==> src/rtl/gray_sweep_if.sv <==
// Bundle of the sweep controller's control inputs and the Gray-code output stream.
// Stream handshake: a beat moves on a rising edge where out_valid and out_ready
// are both high; while out_valid is high and out_ready low the producer holds
// out_bin/out_gray unchanged, and out_valid only drops after a transfer (or on abort/reset).
interface gray_sweep_if #(
  parameter int WIDTH = 4
);
  logic             start;
  logic             dir;
  logic [WIDTH-1:0] first;
  logic [WIDTH-1:0] last;
  logic             abort;
  logic             out_valid;
  logic             out_ready;
  logic [WIDTH-1:0] out_bin;
  logic [WIDTH-1:0] out_gray;
  logic             busy;
  logic             done;
  logic             step_err;

  // Sequencer side: drives the stream and status.
  modport master (
    input  start, dir, first, last, abort, out_ready,
    output out_valid, out_bin, out_gray, busy, done, step_err
  );

  // Host / consumer side.
  modport slave (
    output start, dir, first, last, abort, out_ready,
    input  out_valid, out_bin, out_gray, busy, done, step_err
  );
endinterface

==> src/rtl/gray_sweep_ctrl.sv <==
// Sweeps a binary index from first to last (up or down, wrapping modulo 2^WIDTH),
// presenting each index and its Gray code as one stream beat, and flags any pair
// of consecutively transferred Gray codes that differ in other than exactly one bit.
module gray_sweep_ctrl #(
  parameter int WIDTH = 4
) (
  input  logic          clk,
  input  logic          rst_n,
  gray_sweep_if.master  bus,
  output logic [1:0]    o_dbg_state
);

  typedef enum logic [1:0] {
    S_IDLE = 2'd0,
    S_RUN  = 2'd1,
    S_DONE = 2'd2
  } state_t;

  localparam logic [WIDTH-1:0] ONE = {{(WIDTH-1){1'b0}}, 1'b1};

  state_t           r_state;
  logic             r_dir;
  logic [WIDTH-1:0] r_last;
  logic [WIDTH-1:0] r_bin;
  logic             r_valid;
  logic             r_busy;
  logic             r_done;
  logic             r_step_err;
  logic             r_have_prev;
  logic [WIDTH-1:0] r_prev_gray;

  logic             w_xfer;
  logic [WIDTH-1:0] w_next_bin;
  logic [WIDTH-1:0] w_step;
  logic             w_step_ok;

  // Transfer, next index and single-bit-change test on the code actually presented.
  assign w_xfer     = r_valid & bus.out_ready;
  assign w_next_bin = r_dir ? (r_bin - ONE) : (r_bin + ONE);
  assign w_step     = bus.out_gray ^ r_prev_gray;
  assign w_step_ok  = (w_step != '0) && ((w_step & (w_step - ONE)) == '0);

  // Gray code is a pure function of the registered index.
  assign bus.out_gray  = r_bin ^ (r_bin >> 1);
  assign bus.out_bin   = r_bin;
  assign bus.out_valid = r_valid;
  assign bus.busy      = r_busy;
  assign bus.done      = r_done;
  assign bus.step_err  = r_step_err;
  assign o_dbg_state   = r_state;

  // Sweep FSM with registered stream/status outputs and the step checker.
  always_ff @(posedge clk or negedge rst_n) begin
    if (!rst_n) begin
      r_state     <= S_IDLE;
      r_dir       <= 1'b0;
      r_last      <= '0;
      r_bin       <= '0;
      r_valid     <= 1'b0;
      r_busy      <= 1'b0;
      r_done      <= 1'b0;
      r_step_err  <= 1'b0;
      r_have_prev <= 1'b0;
      r_prev_gray <= '0;
    end else begin
      case (r_state)
        S_IDLE: begin
          r_done <= 1'b0;
          if (bus.start) begin
            r_state     <= S_RUN;
            r_dir       <= bus.dir;
            r_last      <= bus.last;
            r_bin       <= bus.first;
            r_valid     <= 1'b1;
            r_busy      <= 1'b1;
            r_step_err  <= 1'b0;
            r_have_prev <= 1'b0;
          end
        end
        S_RUN: begin
          // Abort wins over a transfer that would complete the sweep.
          if (bus.abort) begin
            r_state <= S_IDLE;
            r_valid <= 1'b0;
            r_busy  <= 1'b0;
          end else if (w_xfer) begin
            if (r_have_prev && !w_step_ok) begin
              r_step_err <= 1'b1;
            end
            r_prev_gray <= bus.out_gray;
            r_have_prev <= 1'b1;
            if (r_bin == r_last) begin
              r_state <= S_DONE;
              r_valid <= 1'b0;
              r_done  <= 1'b1;
            end else begin
              r_bin <= w_next_bin;
            end
          end
        end
        S_DONE: begin
          r_state <= S_IDLE;
          r_done  <= 1'b0;
          r_busy  <= 1'b0;
        end
        default: begin
          r_state <= S_IDLE;
          r_valid <= 1'b0;
          r_busy  <= 1'b0;
          r_done  <= 1'b0;
        end
      endcase
    end
  end

endmodule
==> src/flat_wrapper.sv <==
// flat-port wrapper written by rule: the top's interface ports become plain ports
module gray_sweep_ctrl_flat 
#(
  parameter int WIDTH = 4
)
  (clk, rst_n, o_dbg_state, bus_start, bus_dir, bus_first, bus_last, bus_abort, bus_out_ready, bus_out_valid, bus_out_bin, bus_out_gray, bus_busy, bus_done, bus_step_err);
  gray_sweep_if #(.WIDTH(WIDTH)) bus_i ();
  input  logic clk;
  input  logic rst_n;
  output logic [1:0] o_dbg_state;
  input wire logic [$bits(bus_i.start)-1:0] bus_start;
  input wire logic [$bits(bus_i.dir)-1:0] bus_dir;
  input wire logic [$bits(bus_i.first)-1:0] bus_first;
  input wire logic [$bits(bus_i.last)-1:0] bus_last;
  input wire logic [$bits(bus_i.abort)-1:0] bus_abort;
  input wire logic [$bits(bus_i.out_ready)-1:0] bus_out_ready;
  output wire logic [$bits(bus_i.out_valid)-1:0] bus_out_valid;
  output wire logic [$bits(bus_i.out_bin)-1:0] bus_out_bin;
  output wire logic [$bits(bus_i.out_gray)-1:0] bus_out_gray;
  output wire logic [$bits(bus_i.busy)-1:0] bus_busy;
  output wire logic [$bits(bus_i.done)-1:0] bus_done;
  output wire logic [$bits(bus_i.step_err)-1:0] bus_step_err;
  assign bus_i.start = bus_start;
  assign bus_i.dir = bus_dir;
  assign bus_i.first = bus_first;
  assign bus_i.last = bus_last;
  assign bus_i.abort = bus_abort;
  assign bus_i.out_ready = bus_out_ready;
  assign bus_out_valid = bus_i.out_valid;
  assign bus_out_bin = bus_i.out_bin;
  assign bus_out_gray = bus_i.out_gray;
  assign bus_busy = bus_i.busy;
  assign bus_done = bus_i.done;
  assign bus_step_err = bus_i.step_err;
  gray_sweep_ctrl #(.WIDTH(WIDTH)) u_core (.clk(clk), .rst_n(rst_n), .bus(bus_i), .o_dbg_state(o_dbg_state));
endmodule
==> config.mk <==
export PLATFORM = sky130hd
export DESIGN_NAME = gray_sweep_ctrl_flat
export DESIGN_NICKNAME = d
export VERILOG_FILES = /design/src/rtl/gray_sweep_if.sv /design/src/rtl/gray_sweep_ctrl.sv /design/src/flat_wrapper.sv
export SDC_FILE = /design/constraint.sdc
export NUM_CORES = 1
export LEC_CHECK = 0
export BUFFER_PORTS_ARGS = -buffer_cell sky130_fd_sc_hd__clkbuf_2
export CAP_MARGIN = 15
export CELL_PAD_IN_SITES_DETAIL_PLACEMENT = 1
export CELL_PAD_IN_SITES_GLOBAL_PLACEMENT = 1
export CORE_ASPECT_RATIO = 1.75
export CORE_MARGIN = 4
export CORE_UTILIZATION = 36
export DETAILED_ROUTE_END_ITERATION = 8
export GPL_TIMING_DRIVEN = 1
export MAX_ROUTING_LAYER = met4
export PLACE_DENSITY = 0.78
export SLEW_MARGIN = 5
export SYNTH_ARGS = -nofsm -noshare
export SYNTH_HDL_FRONTEND = slang
export SYNTH_SLANG_ARGS = --single-unit
==> constraint.sdc <==
create_clock -name clk -period 1.5 [get_ports clk]
set_clock_uncertainty 0.05 [all_clocks]
set_input_delay 0.225 -clock clk [delete_from_list [all_inputs] [get_ports clk]]
set_output_delay 0.225 -clock clk [all_outputs]
set_load 0.05 [all_outputs]
==> flow_summary.json, run 1 <==
{
  "rsz0062_at_grt": "yes",
  "grt_overflow": 0,
  "ys_top_cells_by_count": "nand2_1 (22), dfrtp_1 (20), nor2_1 (9)",
  "path_clk_slew_ps": 80,
  "tns_ps": -594,
  "p_per_area_nw_per_um2": 2580,
  "grt_antenna_before_repair": 0,
  "clockPowerShare_pct": 8.7,
  "power_frac_comb_pct": 70.4,
  "die_w_um": 51.6,
  "slew_viol_final": 0,
  "pre_cts_slack_ps": -205,
  "drive_gt1_share_pct": 57.0,
  "design.die.area_um2": 4350,
  "synth_fp_nets": 142,
  "clock.fmax_mhz": 617,
  "clock_sinks": 20,
  "gp_congestion": 0.837,
  "drtPass1Iterations": 4,
  "maxCapViolCount": 0,
  "synth_most_common_cell": "nand2_1",
  "ys_seq_area_share_pct": 41.8,
  "cts_tree": "done",
  "nets": 197,
  "synth_top_area_share_pct": 41.8,
  "synth-async-reset-ratio_pct": 100,
  "coreArea_um2": 3180,
  "crit_required_ps": 1580,
  "clk_latency_ps": 270,
  "via_per_inst": 5.05,
  "synth.distinct_cells": 38,
  "cpMaxStageDelayCell": "dfrtp_2",
  "crit_chain": "xor2_2 > xnor2_2 > or3b_1 > a21oi_2 > o41ai_2",
  "wl_per_cell_um": 18.6,
  "cp_max_fo": 4,
  "cp-start-kind": "flop",
  "grt_max_degree": 21,
  "finalSetupViolCount": 9,
  "violations": "setup timing",
  "routed_wl_um": 4140,
  "yosys.area.top_type": "dfrtp_1",
  "pwr-share-seq_pct": 20.9,
  "drt_iter0_drc": 19,
  "finalCritPeriodShare_pct": 108,
  "hold_viol_final": 0,
  "synth_seq_cells": 20,
  "yosysWarnings": 0,
  "first_global_vias": 1303,
  "rows": 27,
  "dieHeight_um": 84.3,
  "critPathKind": "flop to flop",
  "critPathArrivalTime_ps": 1700,
  "grt_use_total_pct": 20.9,
  "synthTopCellsByArea": "dfrtp_1 (42%), nand2_1 (6.9%), xnor2_1 (4.4%), mux2_2 (3.8%), xor2_1 (3.7%)",
  "ios": 28,
  "detail-route-antenna-nets": 0,
  "p_sw_w": 0.00239,
  "io_buffers": 27,
  "hp-class": "primary input to flop",
  "vdd_ir_drop_max_mv": 1.36,
  "slew_headroom_pct": 65.0,
  "syn_area_um2": 1200,
  "postSynthCellCount": 125,
  "cts_root_buf": "clkbuf_8",
  "vias": 1120,
  "synth.avg_cell_area_um2": 9.58,
  "crit_path_end_kind": "flop",
  "htreeDepth": 1,
  "synth_edf_count": 0,
  "layout.cells.non_filler": 222,
  "p_int_w": 0.00249,
  "status": "finished, violations left",
  "place_area_um2": 1610,
  "worst_slew_pin_slew_ps": 525,
  "n_fill_cell": 388,
  "swShare_pct": 48.9,
  "drc": 0,
  "timing.final.ws_setup_ps": -121,
  "cts_buffers": 3,
  "fin_crit_ps": 1620,
  "cts_buffer_depth": 2,
  "synth_flop_cell": "dfrtp_1",
  "initial_utilization_pct": 37.7,
  "area_delta_synth_final_pct": 58.1,
  "dp.cells": 211,
  "crit_path_max_incr_delay_ps": 450,
  "power_leakage_nw": 0.875,
  "n_antenna_cell": 0,
  "design_area_um2": 1890,
  "hpwlAfterDp_um": 2840,
  "grt_pass1_wl_um": 6560
}
## state kept, by name, summed over array words and instances (netlist names)
register              count
u_core.bus.step_err       1
u_core.bus.done           1
u_core.r_prev_gray        4
u_core.bus.out_bin        4
u_core.r_last             4
u_core.o_dbg_state        2
u_core.r_have_prev        1
u_core.bus.out_valid      1
u_core.bus.busy           1
u_core.r_dir              1
## power by group through the flow
stage	Clock [W]	Combinational (W)	Sequential [W]
after floorplan	0	0.00165	0.00129
after global placement	0	0.00259	0.000976
after detailed placement	0	0.00273	0.000998
after CTS	0.000435	0.00311	0.000991
after global routing	0.000454	0.00363	0.00106
final	0.000427	0.00343	0.00102
## stage by stage
step,power [W],hold WS [ps],utilization (%)
detailed placement,0.00373,181,50.6
global route,0.00514,103,59.6
floorplan,0.00294,-121,-
global placement,0.00356,167,50.6
CTS,0.00453,95.8,55.8
finish,0.00488,96.6,59.6
## cell type report
class | instances | area, µm² | area share [%]
multi-input cells | 95 | 835 | 44.1
flip-flops and latches | 20 | 510 | 27.0
repair buffers | 56 | 424 | 22.4
clock buffers | 4 | 55.1 | 2.91
well taps | 43 | 53.8 | 2.84
inverters | 4 | 15.0 | 0.793
## final timing paths
kind                                              startpoint                                end  slack, ps  depth (start not counted)
hold reg to reg                 u_core.r_last[3]$_DFFE_PN0P_       u_core.r_last[3]$_DFFE_PN0P_        460                          2
setup reg to reg           u_core.bus.out_bin[0]$_DFFE_PN0P_    u_core.bus.step_err$_DFFE_PN0P_       -120                          5
min in group asynchronous                              rst_n  u_core.r_prev_gray[3]$_DFFE_PN0P_        420                          2
max in group asynchronous                              rst_n  u_core.bus.out_bin[2]$_DFFE_PN0P_        590                          2
setup / recovery           u_core.bus.out_bin[0]$_DFFE_PN0P_    u_core.bus.step_err$_DFFE_PN0P_       -120                          5
hold / removal                                   bus_last[3]       u_core.r_last[3]$_DFFE_PN0P_        100                          3
## cells by family after synthesis
kind of cell    Yosys count  share of synthesized area (%)
compound gates           24                           13.5
xor+xnor                 12                           9.40
fa+ha+maj                 3                           3.76
buf+inv                  10                           6.16
flops                    20                           41.8
mux                       5                           4.60
simple gates             51                           20.8
## worst max-delay path: cells and delay by family (launching register included)
family                    cells  cell delay [ps]
and+or+nand+nor               1              390
DFF                           1              450
xor gates and xnor gates      2              340
AOI/OAI and AO/OA             2              260
## layout by cell type (no fill, tap or decap), drive strengths merged, types with 2 or more instances in the layout
cell	instances
nand3	3
nor2	9
xnor2	6
a22o	2
inv	4
ha	2
dfrtp	20
clkbuf	27
a21o	2
nand4	2
mux2	4
o31ai	2
o21ai	5
nand3b	2
a21oi	7
nand2	22
xor2	6
nand2b	5
buf	32
nor2b	3
## layer usage
metal | vias up | share of wire, % | track usage, %
met5 | - | 0 | -
met4 | 0 | 2.3 | 8.83
met3 | 7 | 1.7 | 2.13
met2 | 18 | 62 | 39.2
met1 | 566 | 34 | 20.8
li1 | 529 | - | -
## repair_timing
action,4_1_cts,5_1_grt
resized for setup,16,27
hold endpoints to repair,20,0
endpoints found under the setup margin,9,15
pin swaps,4,10
buffers inserted,3,3
cloned,0,0
hold buffers,1,0
(Power assumes the default switching activity.)
==> run 2: changes to the inputs <==
--- a/config.mk
+++ b/config.mk
@@ -16,6 +16,7 @@
 export GPL_TIMING_DRIVEN = 1
 export MAX_ROUTING_LAYER = met4
 export PLACE_DENSITY = 0.78
+export REMOVE_ABC_BUFFERS = 1
 export SLEW_MARGIN = 5
 export SYNTH_ARGS = -nofsm -noshare
 export SYNTH_HDL_FRONTEND = slang
==> run 2 against run 1 <==
The flow still finishes with violations (setup timing). Core utilization down 0.67 points. Critical endpoint unchanged. Wire length up 6.5%. Flip-flop and latch count unchanged. Largest power group unchanged. Total power up 3.6%. Largest cell class unchanged. Worst hold slack better by 4.0 ps.
==> flow_summary.json, run 2 (same netlist as run 1, synthesis figures left out) <==
{
  "first_global_vias": 1298,
  "power_leakage_nw": 0.860,
  "grtUsageMet1_pct": 17.4,
  "cts_tree": "done",
  "clock.fmax_mhz": 583,
  "finalSetupViolCount": 11,
  "grt-busiest-layer": "met2",
  "grt_max_degree": 21,
  "hold_end": "u_core.r_last[3]$_DFFE_PN0P_",
  "rsz0062_at_grt": "yes",
  "status": "finished, violations left",
  "clock_sinks": 20,
  "cp_max_fo": 4,
  "crit_required_ps": 1590,
  "hpwlAfterDp_um": 2720,
  "rrSetupSlack_ps": -210,
  "crit_path_end_kind": "flop",
  "n_antenna_cell": 0,
  "holdCritStartpoint": "bus_last[3]",
  "die_w_um": 51.6,
  "maxCapViolCount": 0,
  "initial_utilization_pct": 37.7,
  "grt_use_total_pct": 20.3,
  "slew_headroom_pct": 65.4,
  "power_w": 0.00506,
  "layout_commonest_cell": "clkbuf_2",
  "cts_buffer_depth": 2,
  "htreeDepth": 1,
  "wl_per_cell_um": 20.0,
  "coreArea_um2": 3180,
  "critPathArrivalTime_ps": 1800,
  "detail-route-antenna-nets": 0,
  "n_fill_cell": 368,
  "critPathKind": "flop to flop",
  "r2r_cells": 5,
  "nets": 195,
  "fin_crit_ps": 1710,
  "slew_viol_final": 0,
  "hold_path_depth": 3,
  "pre_cts_slack_ps": -210,
  "area_delta_synth_final_pct": 56.3,
  "hp-class": "primary input to flop",
  "dieHeight_um": 84.3,
  "cts_root_buf": "clkbuf_8",
  "via_per_inst": 5.18,
  "grt_overflow": 0,
  "worst_hold_slack_ps": 101,
  "grtUsageMet3_pct": 3.02,
  "worst_slew_pin_slew_ps": 518,
  "use_met2_pct": 38.5,
  "cts_buffers": 3,
  "drc": 0,
  "vdd_ir_drop_max_mv": 1.49,
  "grt_antenna_before_repair": 0,
  "hold_viol_final": 0,
  "io_buffers": 27,
  "cp-start-kind": "flop",
  "gp_congestion": 0.740,
  "violations": "setup timing",
  "layout_common_cells": "clkbuf_2 (23), nand2_1 (21), buf_4 (19)",
  "clk_latency_ps": 270,
  "timing.rr.end": "u_core.bus.step_err$_DFFE_PN0P_",
  "grt_pass1_wl_um": 6220,
  "vias": 1140,
  "ios": 28,
  "drt_iter0_drc": 10,
  "rows": 27,
  "routed_wl_um": 4410,
  "path_clk_slew_ps": 80,
  "reg2reg_from": "u_core.bus.out_bin[0]$_DFFE_PN0P_",
  "finalCritPeriodShare_pct": 114,
  "design.die.area_um2": 4350,
  "p_per_area_nw_per_um2": 2700,
  "timing.final.ws_setup_ps": -214,
  "drive_gt1_share_pct": 53.1,
  "drtPass1Iterations": 4
}
[run 2: area by class of cell]
type | count | area [µm²] | share of cell area (%)
clock buffers | 4 | 55.1 | 2.94
inverters | 4 | 15.0 | 0.802
multi-input cells | 95 | 833 | 44.5
flip-flops and latches | 20 | 505 | 27.0
well taps | 43 | 53.8 | 2.87
repair buffers | 54 | 409 | 21.9
[run 2: worst max path at each step]
stage / start / end / slack [ps] / cells after the start
final: u_core.bus.out_bin[0]$_DFFE_PN0P_ / u_core.bus.step_err$_DFFE_PN0P_ / -210 / 5
after global routing: u_core.bus.out_bin[0]$_DFFE_PN0P_ / u_core.bus.step_err$_DFFE_PN0P_ / -260 / 5
after CTS: u_core.r_dir$_DFFE_PN0P_ / u_core.bus.out_bin[3]$_DFFE_PN0P_ / -100 / 6
after detailed placement: u_core.bus.out_bin[0]$_DFFE_PN0P_ / u_core.bus.out_bin[0]$_DFFE_PN0P_ / -210 / 5
after global placement: u_core.bus.out_bin[0]$_DFFE_PN0P_ / u_core.bus.out_bin[1]$_DFFE_PN0P_ / -90 / 5
after floorplan: u_core.bus.out_bin[3]$_DFFE_PN0P_ / u_core.r_prev_gray[2]$_DFFE_PN0P_ / -800 / 2
[run 2: what timing repair did]
action,4_1_cts,5_1_grt
hold buffers,1,0
setup buffers,3,2
setup endpoints to repair,13,17
gates resized for setup,32,28
endpoints found under the hold margin,20,0
pin swaps,11,12
gates cloned,0,1
[run 2: report_power, final]
group          leakage (nW)  internal (W)  switching [W]  total (W)
registers             0.241      0.000751       0.000303    0.00105
clock network        0.0288      0.000234       0.000192   0.000426
logic                 0.590       0.00158        0.00199    0.00358
[run 2: worst max-delay path, stage by stage, from the launching register on]
cell and delay, ps:
dfrtp_2 470, xor2_4 180, xnor2_2 170, or3b_1 440, a21oi_2 180, o41ai_2 90
[run 2: through the flow]
stage	cells	util (%)	instance area, µm²	setup TNS, ps
4_1_cts	217	53.6	1700	-555
3_5_place_dp	209	46.5	1480	-1050
6_report	220	58.9	1870	-969
3_3_place_gp	209	46.5	1480	-370
2_1_floorplan	119	-	1140	-7350
5_1_grt	220	58.9	1870	-1840
[run 2: metal layers]
metal | wire length [µm] | up-vias
li1 | - | 525
met3 | 111 | 16
met5 | 0 | -
met2 | 2730 | 32
met4 | 264 | 0
met1 | 1310 | 567
